`config.mk`:
```
export PLATFORM = sky130hd
export DESIGN_NAME = ode_param_loader
export DESIGN_NICKNAME = d
export VERILOG_FILES = /design/src/rtl/ode_param_loader_pkg.sv /design/src/rtl/ode_region_checker.sv /design/src/rtl/ode_param_loader.sv
export SDC_FILE = /design/constraint.sdc
export NUM_CORES = 1
export LEC_CHECK = 0
export BUFFER_PORTS_ARGS = -buffer_cell sky130_fd_sc_hd__clkbuf_2
export CORE_MARGIN = 8
export CORE_UTILIZATION = 53
export CTS_CLUSTER_DIAMETER = 40
export DETAILED_ROUTE_END_ITERATION = 12
export GPL_ROUTABILITY_DRIVEN = 0
export PLACE_DENSITY = 0.78
export REMOVE_ABC_BUFFERS = 1
export SKIP_CTS_REPAIR_TIMING = 1
export SYNTH_ARGS = -nofsm -noshare
export SYNTH_HDL_FRONTEND = slang
export SYNTH_SLANG_ARGS = --single-unit
```
`constraint.sdc`:
```
create_clock -name clk -period 3.76 [get_ports clk]
set_clock_uncertainty 0.05 [all_clocks]
set_input_delay 0.376 -clock clk [delete_from_list [all_inputs] [get_ports clk]]
set_output_delay 0.376 -clock clk [all_outputs]
set_load 0.005 [all_outputs]
```
`src/rtl/ode_param_loader_pkg.sv`:
```
// Shared constants and state encoding for the ODE parameter loader.
// The step controller imports the same header addresses so both ends agree
// on where N, tolerance and initial step live.
package ode_param_loader_pkg;

  typedef enum logic [2:0] {
    ST_IDLE,
    ST_GET_N,
    ST_GET_TOL,
    ST_GET_STEP,
    ST_GET_X0,
    ST_GET_X1,
    ST_FINISH,
    ST_ERROR
  } loader_state_t;

  localparam int N_ADDRESS         = 5;
  localparam int TOLERANCE_ADDRESS = 6;
  localparam int STEP_ADDRESS      = 7;
  // First address past the three header words; vector regions must sit
  // entirely below N_ADDRESS or start at or above this address.
  localparam int HEADER_END        = 8;

endpackage

```
`src/rtl/ode_region_checker.sv`:
```
// Combinational validation of the x0/x1 vector regions for a given length N.
// Sums are formed one bit wider than the data word so an oversized N can
// never wrap around and look legal.
module ode_region_checker
  import ode_param_loader_pkg::*;
#(
  parameter int WORD_SIZE     = 16,
  parameter int ADDRESS_WIDTH = 4
) (
  input  logic [WORD_SIZE-1:0]     n_i,
  input  logic [ADDRESS_WIDTH-1:0] x0_base_i,
  input  logic [ADDRESS_WIDTH-1:0] x1_base_i,
  output logic                     ok_o
);

  localparam int SW = WORD_SIZE + 1;
  localparam logic [SW-1:0] DEPTH  = SW'(2 ** ADDRESS_WIDTH);
  localparam logic [SW-1:0] HDR_LO = SW'(N_ADDRESS);
  localparam logic [SW-1:0] HDR_HI = SW'(HEADER_END);

  logic [SW-1:0] n_w;
  logic [SW-1:0] b0_w;
  logic [SW-1:0] b1_w;
  logic [SW-1:0] e0_w;
  logic [SW-1:0] e1_w;
  logic          fit_w;
  logic          hdr_w;
  logic          disj_w;

  // Widen operands, form region ends and evaluate every acceptance rule.
  always_comb begin
    n_w    = {1'b0, n_i};
    b0_w   = SW'(x0_base_i);
    b1_w   = SW'(x1_base_i);
    e0_w   = b0_w + n_w;
    e1_w   = b1_w + n_w;
    fit_w  = (e0_w <= DEPTH) && (e1_w <= DEPTH);
    hdr_w  = ((e0_w <= HDR_LO) || (b0_w >= HDR_HI)) &&
             ((e1_w <= HDR_LO) || (b1_w >= HDR_HI));
    disj_w = (e0_w <= b1_w) || (e1_w <= b0_w);
    ok_o   = (n_i != '0) && fit_w && hdr_w && disj_w;
  end

endmodule

```
`src/rtl/ode_param_loader.sv`:
```
// Host-to-memory loader for the step controller's working memory: accepts a
// word stream (N, tolerance, initial step, x0[N], x1[N]) and writes it through
// a single registered write port, validating the vector regions up front.
module ode_param_loader
  import ode_param_loader_pkg::*;
#(
  parameter int WORD_SIZE     = 16,
  parameter int ADDRESS_WIDTH = 4
) (
  input  logic                     clk,
  input  logic                     rst,
  input  logic                     load_start,
  input  logic                     abort,
  input  logic [ADDRESS_WIDTH-1:0] x0_base,
  input  logic [ADDRESS_WIDTH-1:0] x1_base,
  input  logic                     in_valid,
  input  logic [WORD_SIZE-1:0]     in_data,
  output logic                     in_ready,
  output logic                     mem_we,
  output logic [ADDRESS_WIDTH-1:0] mem_address,
  output logic [WORD_SIZE-1:0]     mem_data,
  output logic                     busy,
  output logic                     load_done,
  output logic                     load_error
);

  localparam int AW = ADDRESS_WIDTH;
  localparam int WS = WORD_SIZE;

  loader_state_t state_q, state_d;
  logic [WS-1:0] n_q, n_d;
  logic [WS-1:0] cnt_q, cnt_d;
  logic [AW-1:0] addr_q, addr_d;
  logic [AW-1:0] x0b_q, x0b_d;
  logic [AW-1:0] x1b_q, x1b_d;
  logic          we_q, we_d;
  logic [AW-1:0] waddr_q, waddr_d;
  logic [WS-1:0] wdata_q, wdata_d;
  logic          done_q, done_d;
  logic          err_q, err_d;
  logic          region_ok_w;
  logic          xfer_w;

  // Checks use the word currently on the bus against the latched bases.
  ode_region_checker #(
    .WORD_SIZE     (WS),
    .ADDRESS_WIDTH (AW)
  ) u_region_checker (
    .n_i       (in_data),
    .x0_base_i (x0b_q),
    .x1_base_i (x1b_q),
    .ok_o      (region_ok_w)
  );

  assign in_ready    = !abort && (state_q inside {ST_GET_N, ST_GET_TOL, ST_GET_STEP,
                                                  ST_GET_X0, ST_GET_X1});
  assign xfer_w      = in_valid && in_ready;
  assign busy        = (state_q != ST_IDLE);
  assign mem_we      = we_q;
  assign mem_address = waddr_q;
  assign mem_data    = wdata_q;
  assign load_done   = done_q;
  assign load_error  = err_q;

  // Next-state, counters and the write request for the following cycle.
  always_comb begin
    state_d = state_q;
    n_d     = n_q;
    cnt_d   = cnt_q;
    addr_d  = addr_q;
    x0b_d   = x0b_q;
    x1b_d   = x1b_q;
    we_d    = 1'b0;
    waddr_d = waddr_q;
    wdata_d = wdata_q;
    done_d  = 1'b0;
    err_d   = err_q;

    case (state_q)
      ST_IDLE: begin
        if (load_start && !abort) begin
          x0b_d   = x0_base;
          x1b_d   = x1_base;
          err_d   = 1'b0;
          state_d = ST_GET_N;
        end
      end
      ST_GET_N: begin
        if (xfer_w) begin
          if (region_ok_w) begin
            n_d     = in_data;
            cnt_d   = in_data;
            we_d    = 1'b1;
            waddr_d = AW'(N_ADDRESS);
            wdata_d = in_data;
            state_d = ST_GET_TOL;
          end else begin
            err_d   = 1'b1;
            state_d = ST_ERROR;
          end
        end
      end
      ST_GET_TOL: begin
        if (xfer_w) begin
          we_d    = 1'b1;
          waddr_d = AW'(TOLERANCE_ADDRESS);
          wdata_d = in_data;
          state_d = ST_GET_STEP;
        end
      end
      ST_GET_STEP: begin
        if (xfer_w) begin
          we_d    = 1'b1;
          waddr_d = AW'(STEP_ADDRESS);
          wdata_d = in_data;
          addr_d  = x0b_q;
          state_d = ST_GET_X0;
        end
      end
      ST_GET_X0: begin
        if (xfer_w) begin
          we_d    = 1'b1;
          waddr_d = addr_q;
          wdata_d = in_data;
          if (cnt_q == WS'(1)) begin
            cnt_d   = n_q;
            addr_d  = x1b_q;
            state_d = ST_GET_X1;
          end else begin
            cnt_d  = cnt_q - WS'(1);
            addr_d = addr_q + AW'(1);
          end
        end
      end
      ST_GET_X1: begin
        if (xfer_w) begin
          we_d    = 1'b1;
          waddr_d = addr_q;
          wdata_d = in_data;
          if (cnt_q == WS'(1)) begin
            done_d  = 1'b1;
            state_d = ST_FINISH;
          end else begin
            cnt_d  = cnt_q - WS'(1);
            addr_d = addr_q + AW'(1);
          end
        end
      end
      ST_FINISH: state_d = ST_IDLE;
      ST_ERROR:  state_d = ST_IDLE;
      default:   state_d = ST_IDLE;
    endcase

    // Abort wins over everything outside IDLE; in_ready is already low so no
    // word of this cycle can be written.
    if (abort && (state_q != ST_IDLE)) begin
      state_d = ST_IDLE;
    end
  end

  // State, counters, latched bases and the registered write port.
  always_ff @(posedge clk or negedge rst) begin
    if (!rst) begin
      state_q <= ST_IDLE;
      n_q     <= '0;
      cnt_q   <= '0;
      addr_q  <= '0;
      x0b_q   <= '0;
      x1b_q   <= '0;
      we_q    <= 1'b0;
      waddr_q <= '0;
      wdata_q <= '0;
      done_q  <= 1'b0;
      err_q   <= 1'b0;
    end else begin
      state_q <= state_d;
      n_q     <= n_d;
      cnt_q   <= cnt_d;
      addr_q  <= addr_d;
      x0b_q   <= x0b_d;
      x1b_q   <= x1b_d;
      we_q    <= we_d;
      waddr_q <= waddr_d;
      wdata_q <= wdata_d;
      done_q  <= done_d;
      err_q   <= err_d;
    end
  end

endmodule

```
==> results by stage, run 1 <==
Global routing:
- Across every metal layer, demand over resource in global routing totals 0.202.
- Entering global routing, the biggest net connects 71 pins.
- The number of global-route vias before repair is around 4200.
- The first global-routing pass estimated ~21 mm of wire.
- The number of antenna violations at the first check in global routing is 0.
- The global-route congestion overflow total is 0.

Detailed routing:
- The routed design has approximately 13 mm of wire.
- The violation count after the first detailed-routing iteration is ~230.
- After detailed routing, the number of vias per cell comes to 6.24.
- The routed layout has 4310 vias.
- The mean routed wirelength per cell is 18.4 um.
- The DRC violation count after routing is 0.
- The count of nets left with antenna violations after detail routing is 0.
- Before antenna repair, the detailed router went through 5 iterations.

Placed design:
- Input and output buffers added on the ports amount to between 50 and 60.
- The cell area after placement is between 5000 and 6000 um2.
- The detailed placer's ending HPWL is 9.32 mm.
- The number of placed instances, taps included, is 672.

Synth:
- Measured against the total synthesized area, the mux share comes to 0.113.
- The count of synthesis-stage warnings from yosys is 0.
- The largest family of logic cells by synthesized area is simple AND/OR/NAND/NOR gates.
- Of the total synthesized cell area, the portion taken by XOR and XNOR cells is 0.0400.
- The post-synthesis async set-or-reset flop share is 1.00.
- In this run, synthesis inferred 0 flip-flops with an integrated enable.
- The synthesized design contains 70 register bits.
- The combined area of all synthesized cells is 4820 um2.
- The count of distinct cell types in the synthesized netlist is 61.
- The synthesized-area fraction occupied by and/or/nand/nor cells is 0.189.
- The mean instance size in the synthesized netlist is between 9 and 10 um2.
- Synthesis handed over a netlist of about 520 instances.
- The share of the synthesized area in compound gates (AO/OA/AOI/OAI) came to 0.179.
- In the synthesized netlist the dominant register cell turns out to be dfrtp_1.
- The adder and majority gate portion of the synthesized area is 0.0654.
- For this run, the register share of the synthesized area comes to 0.363.

Clocking:
- CTS placed an instance of clkbuf_8 at the clock tree root.
- Counting the buffers created by CTS gives 9.
- The clock slew seen by the registers of the worst setup and hold paths is 0.08 ns.
- For this design, the sink count on the clock tree is 70.
- The clock passes through at most 2 buffers.
- TritonCTS built the clock tree.
- The CTS H-tree depth is 3.
- For the worst-skew pair, the clock arrives at the later sink with an insertion delay of 0.35 ns.

Layout:
- The final antenna diode count is 0.
- The fraction of final layout cells sized beyond drive strength 1 is 0.240.
- At the end of the flow, the number of nets in the layout was 628.
- At the end of the flow the core is filled with cells to 0.609.
- After filler insertion, the fill cell instance count of the layout stands at 758.
- The post-route cell area is about 5500 um2.
- The number of non-filler instances in the completed layout is 691.
- The layout-stage area growth over the synthesis result is 14.0%.

Run status:
- The flow ran to the end, and the final reports show no timing, DRC or antenna violations.

Power:
- Of the total power, combinational logic draws 0.507.
- The share of total power dissipated in sequential elements is 0.311.
- The analysis attributes to cell leakage a power of 2.49 nW.
- Total power for the finished layout comes to 4.14 mW.
- The worst-case IR drop observed on VDD is 404 uV.
- Dividing total power by cell area gives a power density of 753 nW/um2.
- Of the total power, the share spent switching nets is 0.407.
- The clock network fraction of design power is 0.183.
- The switching power total is 1.69 mW.
- The internal power is between 2 and 2.5 mW.

STA:
- The smallest hold slack is 0.156 ns.
- The number of hold-slack violations in the final timing report is 0.
- The final setup violation count is 0.
- Headroom to the max-slew limit came out at 0.415.
- The minimum period implied by the final worst setup slack is 3.57 ns.
- The total count of max-transition violations in the final report is 0.
- Of the available clock period, the critical path in the final layout requires 0.951.
- The actual transition at the worst max-transition pin is 0.878 ns.
- For this run, the top clock speed supported by timing is 0.280 GHz.

Worst hold path:
- In this run the worst hold path is classified as input port to async pin.

Flow run:
- The tool flagged a number of max-cap violations equal to 0.

Worst setup path:
- The endpoint class of the critical path is a register.
- Along the worst path, the maximum fanout reaches 5.
- On the worst path, the slowest cell contributes a delay of 0.52 ns.
- The required time at the worst-slack endpoint is a little under 4 ns.
- The slowest stage of the critical path belongs to the cell or4_1.
- The critical path goes through ha_1, inv_1, fa_1, xnor2_1, or4_1, a211oi_1, o2111ai_1, a211oi_2, nand3_2, buf_4, and2_1, mux2_1.
- For the worst setup path, the data arrival time is 3.76 ns.
- The depth of the worst register-to-register path is 12.
- The critical path is of the register to register type.
- STA classifies the critical path startpoint as a register.

Die:
- The area of the die is 12400 um2.
- The horizontal die dimension is 111 um.
- During I/O placement, the number of pins put on the boundary was 54.
- The floorplan has 35 rows.
- The die is 111 um tall.
- For this configuration, the core starts out at a cell density of 0.534.
- The total core area is 9020 um2.
## synth_stat cells (14+ instances only)
master	instances	share of area
nand3_1	17	0.018
a21oi_1	26	0.027
o21ai_0	32	0.033
clkbuf_1	20	0.016
xnor2_1	14	0.025
nor2_1	35	0.027
dfrtp_1	70	0.36
mux2_2	33	0.077
ha_1	22	0.057
nand2_1	45	0.035
and2_1	15	0.019
inv_1	23	0.018
## metrics by stage
step	setup TNS [ns]	worst slack, ns
6_report	0	0.186
4_1_cts	0	0.124
3_5_place_dp	-0.0764	-0.0386
2_1_floorplan	-1.74	-0.0927
3_3_place_gp	0	0.0893
5_1_grt	-0.102	-0.0432
## flip-flops by register name (all words and copies together) (netlist names)
register / cells
x1b_q: 4
cnt_q: 16
mem_data: 16
n_q: 16
load_done: 1
addr_q: 4
load_error: 1
x0b_q: 4
mem_address: 4
state_q: 3
mem_we: 1
## worst max-delay path, delay by kind of cell (launching register included)
family / cells / cell delay (ns)
xor+xnor: 1 / 0.21
buf+inv: 2 / 0.23
compound gates: 3 / 0.75
flops: 1 / 0.42
simple gates: 3 / 0.86
mux: 1 / 0.33
fa+ha+maj: 2 / 0.61
## cells in the final DEF (no fill, tap or decap), drive strengths merged, types with 11 or more instances in the layout
cell,netlist,layout
dfrtp,70,70
buf,11,19
inv,23,23
xnor2,14,14
o2bb2ai,11,11
and2,15,15
clkbuf,20,62
a21oi,26,26
nor3,11,11
nand3,18,18
ha,22,22
nor2,35,35
nor4,11,11
mux2,44,44
a211oi,14,14
nand4,11,11
o21ai,34,34
nand2,45,45
## routing by layer
| metal | vias to the layer above | wire [um] | track usage |
|---|---|---|---|
| met1 | 2095 | 5460 | 0.247 |
| li1 | 2025 | - | - |
| met3 | 37 | 644 | 0.0452 |
| met4 | 0 | 301 | 0.0747 |
| met2 | 153 | 6290 | 0.338 |
| met5 | - | 0 | 0 |
## final timing paths
check | startpoint | to | slack [ns]
setup / recovery | x0b_q[0] | mem_address[0] | 0.19
hold reg to reg | n_q[15] | n_q[15] | 0.44
setup reg to reg | x0b_q[0] | mem_address[0] | 0.19
hold / removal | rst | state_q[1] | 0.16
min in group clk | x0_base[1] | x0b_q[1] | 0.21
max in group asynchronous | rst | mem_data[14] | 2.91
## cell families (layout without fill, tap and decap cells)
family | after synthesis | count (layout)
buffers and inverters | 56 | 112
and+or+nand+nor | 177 | 177
adders and majority gates | 24 | 24
muxes | 46 | 46
AOI/OAI and AO/OA | 129 | 129
xor gates and xnor gates | 22 | 22
DFF | 70 | 70
## cell type report
type | count | area, um2 | area share
tap | 111 | 139 | 0.0253
clock buffer | 10 | 138 | 0.0251
clock inverter | 6 | 109 | 0.0198
timing repair buffer | 71 | 425 | 0.0774
sequential | 70 | 1750 | 0.319
inverter | 25 | 93.8 | 0.0171
multi-input combinational | 398 | 2840 | 0.517
## power groups by stage
stage	Combinational [mW]	Sequential [mW]	Clock (mW)
global route	2.33	1.33	0.800
finish	2.10	1.29	0.756
floorplan	1.42	1.24	0
global placement	1.93	1.28	0
CTS	2.05	1.28	0.765
detailed placement	2.03	1.30	0
Power figures use the tool's default switching activity.
==> inputs of run 2 (changes only) <==
--- a/config.mk
+++ b/config.mk
@@ -7,11 +7,11 @@
 export LEC_CHECK = 0
 export BUFFER_PORTS_ARGS = -buffer_cell sky130_fd_sc_hd__clkbuf_2
 export CORE_MARGIN = 8
-export CORE_UTILIZATION = 53
+export CORE_UTILIZATION = 30
 export CTS_CLUSTER_DIAMETER = 40
 export DETAILED_ROUTE_END_ITERATION = 12
 export GPL_ROUTABILITY_DRIVEN = 0
-export PLACE_DENSITY = 0.78
+export PLACE_DENSITY = 0.51
 export REMOVE_ABC_BUFFERS = 1
 export SKIP_CTS_REPAIR_TIMING = 1
 export SYNTH_ARGS = -nofsm -noshare
==> run 2 against run 1 <==
Compared with the run above:
- non-clock buffer count unchanged
- hold slack got worse by 0.017 ns
- register-to-register slack about the same
- largest cell class unchanged
==> results by stage, run 2 (synthesis gave the netlist of run 1 again) <==
Run status:
- The run finished with clean final reports.

Clocking:
- The cell sitting at the root of the clock tree is a clkbuf_16.
- The total number of clock tree sinks is 70.
- The clock slew seen by the registers of the worst setup and hold paths is 0.06 ns.
- The CTS H-tree depth is 3.
- TritonCTS built the clock tree.
- In this run, CTS created clock tree buffers numbering 9.
- The maximum clock insertion buffer count is 2.
- At the later pin of the worst-skew pair, clock insertion delay measures ~0.34 ns.

Placed design:
- Port buffering added 53 buffers.
- The detailed placer's ending HPWL is 10.4 mm.
- OpenSTA, run right after detailed placement, puts the worst setup slack at -0.00823 ns.
- Including well taps, the total number of placed cells is 780.
- The cell area after placement is ~5400 um2.

Worst setup path:
- The setup slack on the worst flop-to-flop path is between 0.15 and 0.2 ns.
- The critical path arrival is 3.73 ns.
- In this design, the stage delay of the slowest critical-path cell is 0.49 ns.
- Among all stages on the critical path, the largest delay is contributed by fa_1.
- The endpoint of the worst-slack reg-to-reg timing path is mem_address[0].
- Together, buffers and inverters on the worst path number 3.
- The endpoint class of the critical path is a register.
- The critical path in this run is classified as register to register.
- The required time at the worst-slack endpoint is 3.92 ns.
- The critical path startpoint category is a register.
- The depth of the worst register-to-register path is 15.
- The highest fanout seen on the critical path is 5.
- The worst flop-to-flop path startpoint is x1b_q[0].
- In this design, the largest share of critical-path delay is due to adder cells.
- Walking the worst path, the cells encountered are ha_1, inv_1, fa_1, inv_1, ha_1, nor2b_1, o21a_1, o21a_1, o31ai_2, a22oi_2, a211oi_2, nand3_2, buf_4, and2_1, mux2_1.

Die:
- For this configuration, the core starts out at a cell density of 0.306.
- The horizontal die dimension is 143 um.
- The floorplan step defined a die boundary enclosing 20400 um2.
- The floorplan has 46 rows.
- The number of ports placed on the die boundary is 54.
- The die is between 100 and 150 um tall.
- The floorplan step defined a core boundary enclosing 15800 um2.

Layout:
- The layout-stage area growth over the synthesis result is 17.5%.
- The number of non-filler instances in the completed layout is 795.
- The number of fillers in the final layout is 1652.
- The library cell used most frequently in the layout, excluding fill and tap cells, is dfrtp_1.
- Of the cells placed in the final design, the portion with a size suffix greater than 1 is 0.237.
- In the layout the commonest cells are dfrtp_1 (70), clkbuf_2 (52), nand2_1 (45).
- The final core area utilization is 0.359.
- The post-route cell area is around 5700 um2.
- The number of nets in the layout is 628.
- 0 antenna diodes ended up in the layout.

STA:
- The total count of max-transition violations in the final report is 0.
- The achievable frequency is approximately 0.28 GHz.
- The final setup violation count is 0.
- The actual transition at the worst max-transition pin is 0.947 ns.
- The worst pin sits at a relative slew slack of 0.369.
- Setup repair after global routing left no endpoint under its margin.
- The number of hold-slack violations in the final timing report is 0.
- The share of the clock period used by the worst path is 0.949.
- After layout, the worst setup slack is 0.193 ns.
- For the finished layout, the period the worst path requires is around 3.6 ns.

Power:
- The share of total power dissipated in the clock network is 0.190.
- The reported leakage power is approximately 2.5 nW.
- The largest voltage drop on the vdd net is 227 uV.
- Summed over all nets, the switching power comes to between 1.5 and 2 mW.
- The internal power of the cells totals 2.48 mW.
- The proportion of total power due to net switching is 0.412.
- In this run the power density over the cells is 746 nW/um2.
- Of the total power, registers draw 0.305.
- The share of total power dissipated in combinational logic is 0.505.

Global routing:
- The number of global-route vias before repair is 4275.
- Entering global routing, the biggest net connects 71 pins.
- The global-route congestion overflow total is 0.
- The number of antenna violations at the first check in global routing was 0.
- The global-route wire length before repair is 23.1 mm.
- For this run, the total global-route usage over all layers was measured as 0.144.

Detailed routing:
- After detailed routing, the number of remaining DRC violations is 0.
- The total wire length after detailed routing is 14.2 mm.
- After detailed routing, the average wire length per cell comes to around 18 um.
- The routed via count is between 4000 and 5000.
- Before antenna repair, the detailed router went through 5 iterations.
- The count of nets left with antenna violations after detail routing is 0.
- After detailed routing, the number of vias per cell comes to between 5 and 6.
- The first routing iteration left 311 violations.

Worst hold path:
- The min-delay analysis places its worst path in the category input port to async pin.

Flow run:
- The count of maximum capacitance violations is 0.
==> run 2: cell types whose count changed in the layout (fill, tap and decap cells not counted), moves of 3 or more <==
cell and change:
clkbuf_8 -8, bufinv_16 -3, clkbuf_16 +9, clkbuf_1 +3
==> run 2: metrics by stage <==
step	hold slack, ns	TNS, ns	total power, mW
finish	0.139	0	4.22
CTS	0.168	0	4.21
global route	0.202	0	4.56
detailed placement	0.416	-0.0212	3.38
floorplan	0.0304	-1.74	2.65
global placement	0.414	0	3.32
==> run 2: layout make-up <==
class / instances / area, um2 / area share
well taps: 216 / 270 / 0.0477
flip-flops and latches: 70 / 1750 / 0.309
clock buffers: 14 / 264 / 0.0466
repair buffers: 71 / 428 / 0.0756
clock inverters: 1 / 5.00 / 0.000884
inverters: 25 / 93.8 / 0.0166
multi-input cells: 398 / 2850 / 0.503
==> run 2: power groups by stage <==
stage / combinational [mW] / clock, mW / sequential (mW)
after floorplan: 1.42 / 0 / 1.24
after global placement: 2.03 / 0 / 1.29
after detailed placement: 2.08 / 0 / 1.30
after CTS: 2.10 / 0.826 / 1.29
after global routing: 2.38 / 0.851 / 1.33
final: 2.14 / 0.802 / 1.29
==> run 2: worst max-delay path by stage <==
stage | startpoint | end | slack (ns) | depth (start not counted)
floorplan | x1b_q[0] | mem_data[0] | -0.09 | 14
global placement | in_data[0] | mem_address[1] | 0.08 | 16
detailed placement | in_data[0] | mem_address[2] | -0.008 | 16
CTS | x1b_q[0] | mem_address[2] | 0.12 | 15
global route | x1b_q[0] | mem_data[13] | 0.02 | 15
finish | x1b_q[0] | mem_address[0] | 0.19 | 15
==> run 2: routing by layer <==
metal | GRT usage | vias up | wire (um)
li1 | - | 2028 | -
met4 | 0.0459 | 0 | 129
met2 | 0.228 | 106 | 6570
met3 | 0.0304 | 10 | 633
met1 | 0.191 | 2082 | 6830
met5 | 0 | - | 0
==> inputs of run 3 (changes only) <==
==> constraint.sdc (replaced) <==
create_clock -name clk -period 4.3 [get_ports clk]
set_clock_uncertainty 0.05 [all_clocks]
set_input_delay 0.43 -clock clk [delete_from_list [all_inputs] [get_ports clk]]
set_output_delay 0.43 -clock clk [all_outputs]
set_load 0.005 [all_outputs]
==> run 3 against run 2 <==
Compared with the run above:
- worst setup slack improved by 0.24 ns
- final cell count down 1.5%
- largest cell class unchanged
- critical endpoint is now mem_data[7]
- largest power group unchanged
- critical path depth unchanged
- combinational power down 20%
- wire length is 2.4% lower
- first-iteration DRC count is 4.5% higher
==> results by stage, run 3 (synthesis gave the netlist of run 1 again) <==
Run status:
- The run finished with clean final reports.

Clocking:
- TritonCTS built the clock tree.
- The longest clock path from root to sink contains 2 buffers.
- The clock slew seen by the registers of the worst setup and hold paths is approximately 0.060 ns.
- The clock latency on the worst-skew pair is 0.34 ns.
- The buffer cell driving the clock tree root is clkbuf_16.
- The H-tree generated during clock tree synthesis spans 3 levels.
- The number of buffers inserted during clock tree synthesis is 9.
- The total number of clock tree sinks is 70.

Power:
- The post-route total power is about 3.6 mW.
- Of the total power, registers draw 0.321.
- The analysis attributes to net switching a power of 1.46 mW.
- The clock network fraction of design power is 0.196.
- IR analysis of the VDD net gives a maximum drop of 215 uV.
- The internal power is approximately 2.1 mW.
- The reported leakage power is 2.43 nW.
- Dividing total power by cell area gives a power density of 644 nW/um2.
- Of the total power, combinational logic draws 0.483.
- Of the total power, the share spent switching nets is 0.411.

Layout:
- The fraction of final layout cells sized beyond drive strength 1 is 0.213.
- Once layout is complete, the utilization of the core stands at 0.350.
- Registers take 1750 um2.
- The layout-stage area growth over the synthesis result is 14.6%.
- The number of fillers in the final layout is around 1700.
- Leaving out fill and tap cells, the most frequent cell in the layout is dfrtp_1.
- The number of nets in the layout is just over 600.
- The finished layout holds a little under 800 standard cells, fillers aside.
- Summing all non-filler instances in the final layout gives an area of 5530 um2.
- The final antenna diode count is 0.
- In the layout the commonest cells are dfrtp_1 (70), clkbuf_2 (52), nand2_1 (45).
- The multi-input combinational cells in the finished layout cover a total of 2830 um2.

Worst hold path:
- The worst hold path belongs to the class input port to async pin.

STA:
- The achievable frequency is 0.259 GHz.
- In this run the tightest slew margin relative to its limit is 0.392.
- After layout, the worst setup slack is 0.435 ns.
- In the final timing run, aggregate negative setup slack is 0 ns.
- Setup repair after global routing left no endpoint under its margin.
- The smallest hold slack is about 0.18 ns.
- Setup violations remaining at the end of the flow were counted as 0.
- For the finished layout, the period the worst path requires is 3.87 ns.
- For the pin with the worst max-slew slack, the measured transition is 0.913 ns.
- The number of hold-slack violations in the final timing report was 0.
- The total count of max-transition violations in the final report is 0.
- Dividing the final minimum period by the clock period gives 0.899.

Die:
- The number of ports placed on the die boundary is 54.
- The initial utilization of the core area, before any placement, comes to 0.306.
- The core region is between 15000 and 20000 um2.
- The initialized floorplan defines between 40 and 50 standard-cell rows.
- The horizontal die dimension is approximately 140 um.
- The die covers a little over 20000 um2.
- The die is 143 um tall.

Global routing:
- For met1 alone, demand over resource in global routing was 0.187.
- The layer carrying the most global-route usage is met2.
- The number of antenna violations at the first check in global routing is 0.
- For met3 alone, demand over resource in global routing was 0.0324.
- The global-route wire length before repair is 22.7 mm.
- In the global route stage, overall resource usage came out at 0.142.
- The number of global-route vias before repair was between 4000 and 5000.
- For this run the aggregate overflow at the end of global routing stands at 0.
- For this run, global-route usage on met2 was measured as 0.226.
- The maximum number of pins on one net before global-route repair is roughly 70.

Worst setup path:
- The type of the worst setup path is register to register.
- The critical path arrival is 4.04 ns.
- The highest fanout seen on the critical path is 16.
- The setup slack on the worst flop-to-flop path is 0.43 ns.
- The worst register-to-register path begins at x1b_q[0].
- The start point of the critical path is x1b_q[0].
- In this run the critical register-to-register path is captured at mem_data[7].
- The number of cells on the worst reg-to-reg path is 15.
- At the worst endpoint, the required time is 4.47 ns.
- The endpoint class of the critical path is a register.
- STA classifies the critical path startpoint as a register.

Detailed routing:
- For this run, the detailed router's first-pass iteration total came to 4.
- In the routed design, unresolved DRC markers number 0.
- In the routed layout, each cell is associated on average with a via count of 5.28.
- The mean routed wirelength per cell is 17.7 um.
- In this run the remaining antenna-violating nets after routing total 0.
- The violation count after the first detailed-routing iteration is 325.
- The total wire length after detailed routing is 13.8 mm.
- The routed via count is 4131.

Placed design:
- After legalization and detailed placement, the total HPWL measured 10.1 mm.
- The count of buffers from port buffering is 53.
- The post-placement worst setup slack is ~0.30 ns.
- The cell area after placement is 5260 um2.
- The cell total after placement is 768.

Flow run:
- The count of maximum capacitance violations is 0.
run 3: per-layer routing:
metal	wire length, um	part of all wire
met1	6630	0.48
met2	6400	0.46
met3	592	0.043
met4	202	0.015
met5	0	0
run 3: how the worst max path moves through the flow:
| stage | to | cells after the start |
|---|---|---|
| after floorplan | mem_data[0] | 14 |
| after global placement | mem_data[4] | 16 |
| after detailed placement | mem_data[2] | 16 |
| after CTS | mem_data[1] | 15 |
| after global routing | mem_data[4] | 14 |
| final | mem_data[7] | 15 |
run 3: power by group through the flow:
stage | registers [mW] | clock network, mW | logic [mW]
2_1_floorplan | 1.08 | 0 | 1.24
3_5_place_dp | 1.15 | 0 | 1.72
3_3_place_gp | 1.15 | 0 | 1.69
5_1_grt | 1.19 | 0.754 | 1.94
6_report | 1.14 | 0.698 | 1.72
4_1_cts | 1.14 | 0.721 | 1.73
run 3: final cells by class:
class | count | share of cell area
multi-input combinational | 398 | 0.512
sequential | 70 | 0.317
timing repair buffer | 59 | 0.0566
tap | 216 | 0.0489
clock buffer | 14 | 0.0478
inverter | 25 | 0.0170
clock inverter | 1 | 0.000906
run 3: critical path, cell delays in order, from the launching register on:
cell and delay (ns):
dfrtp_1 0.46, ha_1 0.24, inv_1 0.07, fa_1 0.50, inv_1 0.07, ha_1 0.31, nor2b_1 0.14, o21a_1 0.16
o21a_1 0.16, o31ai_1 0.21, a22oi_1 0.13, a211oi_2 0.28, nand3_1 0.24, nand2_1 0.12, buf_4 0.25, mux2_2 0.36
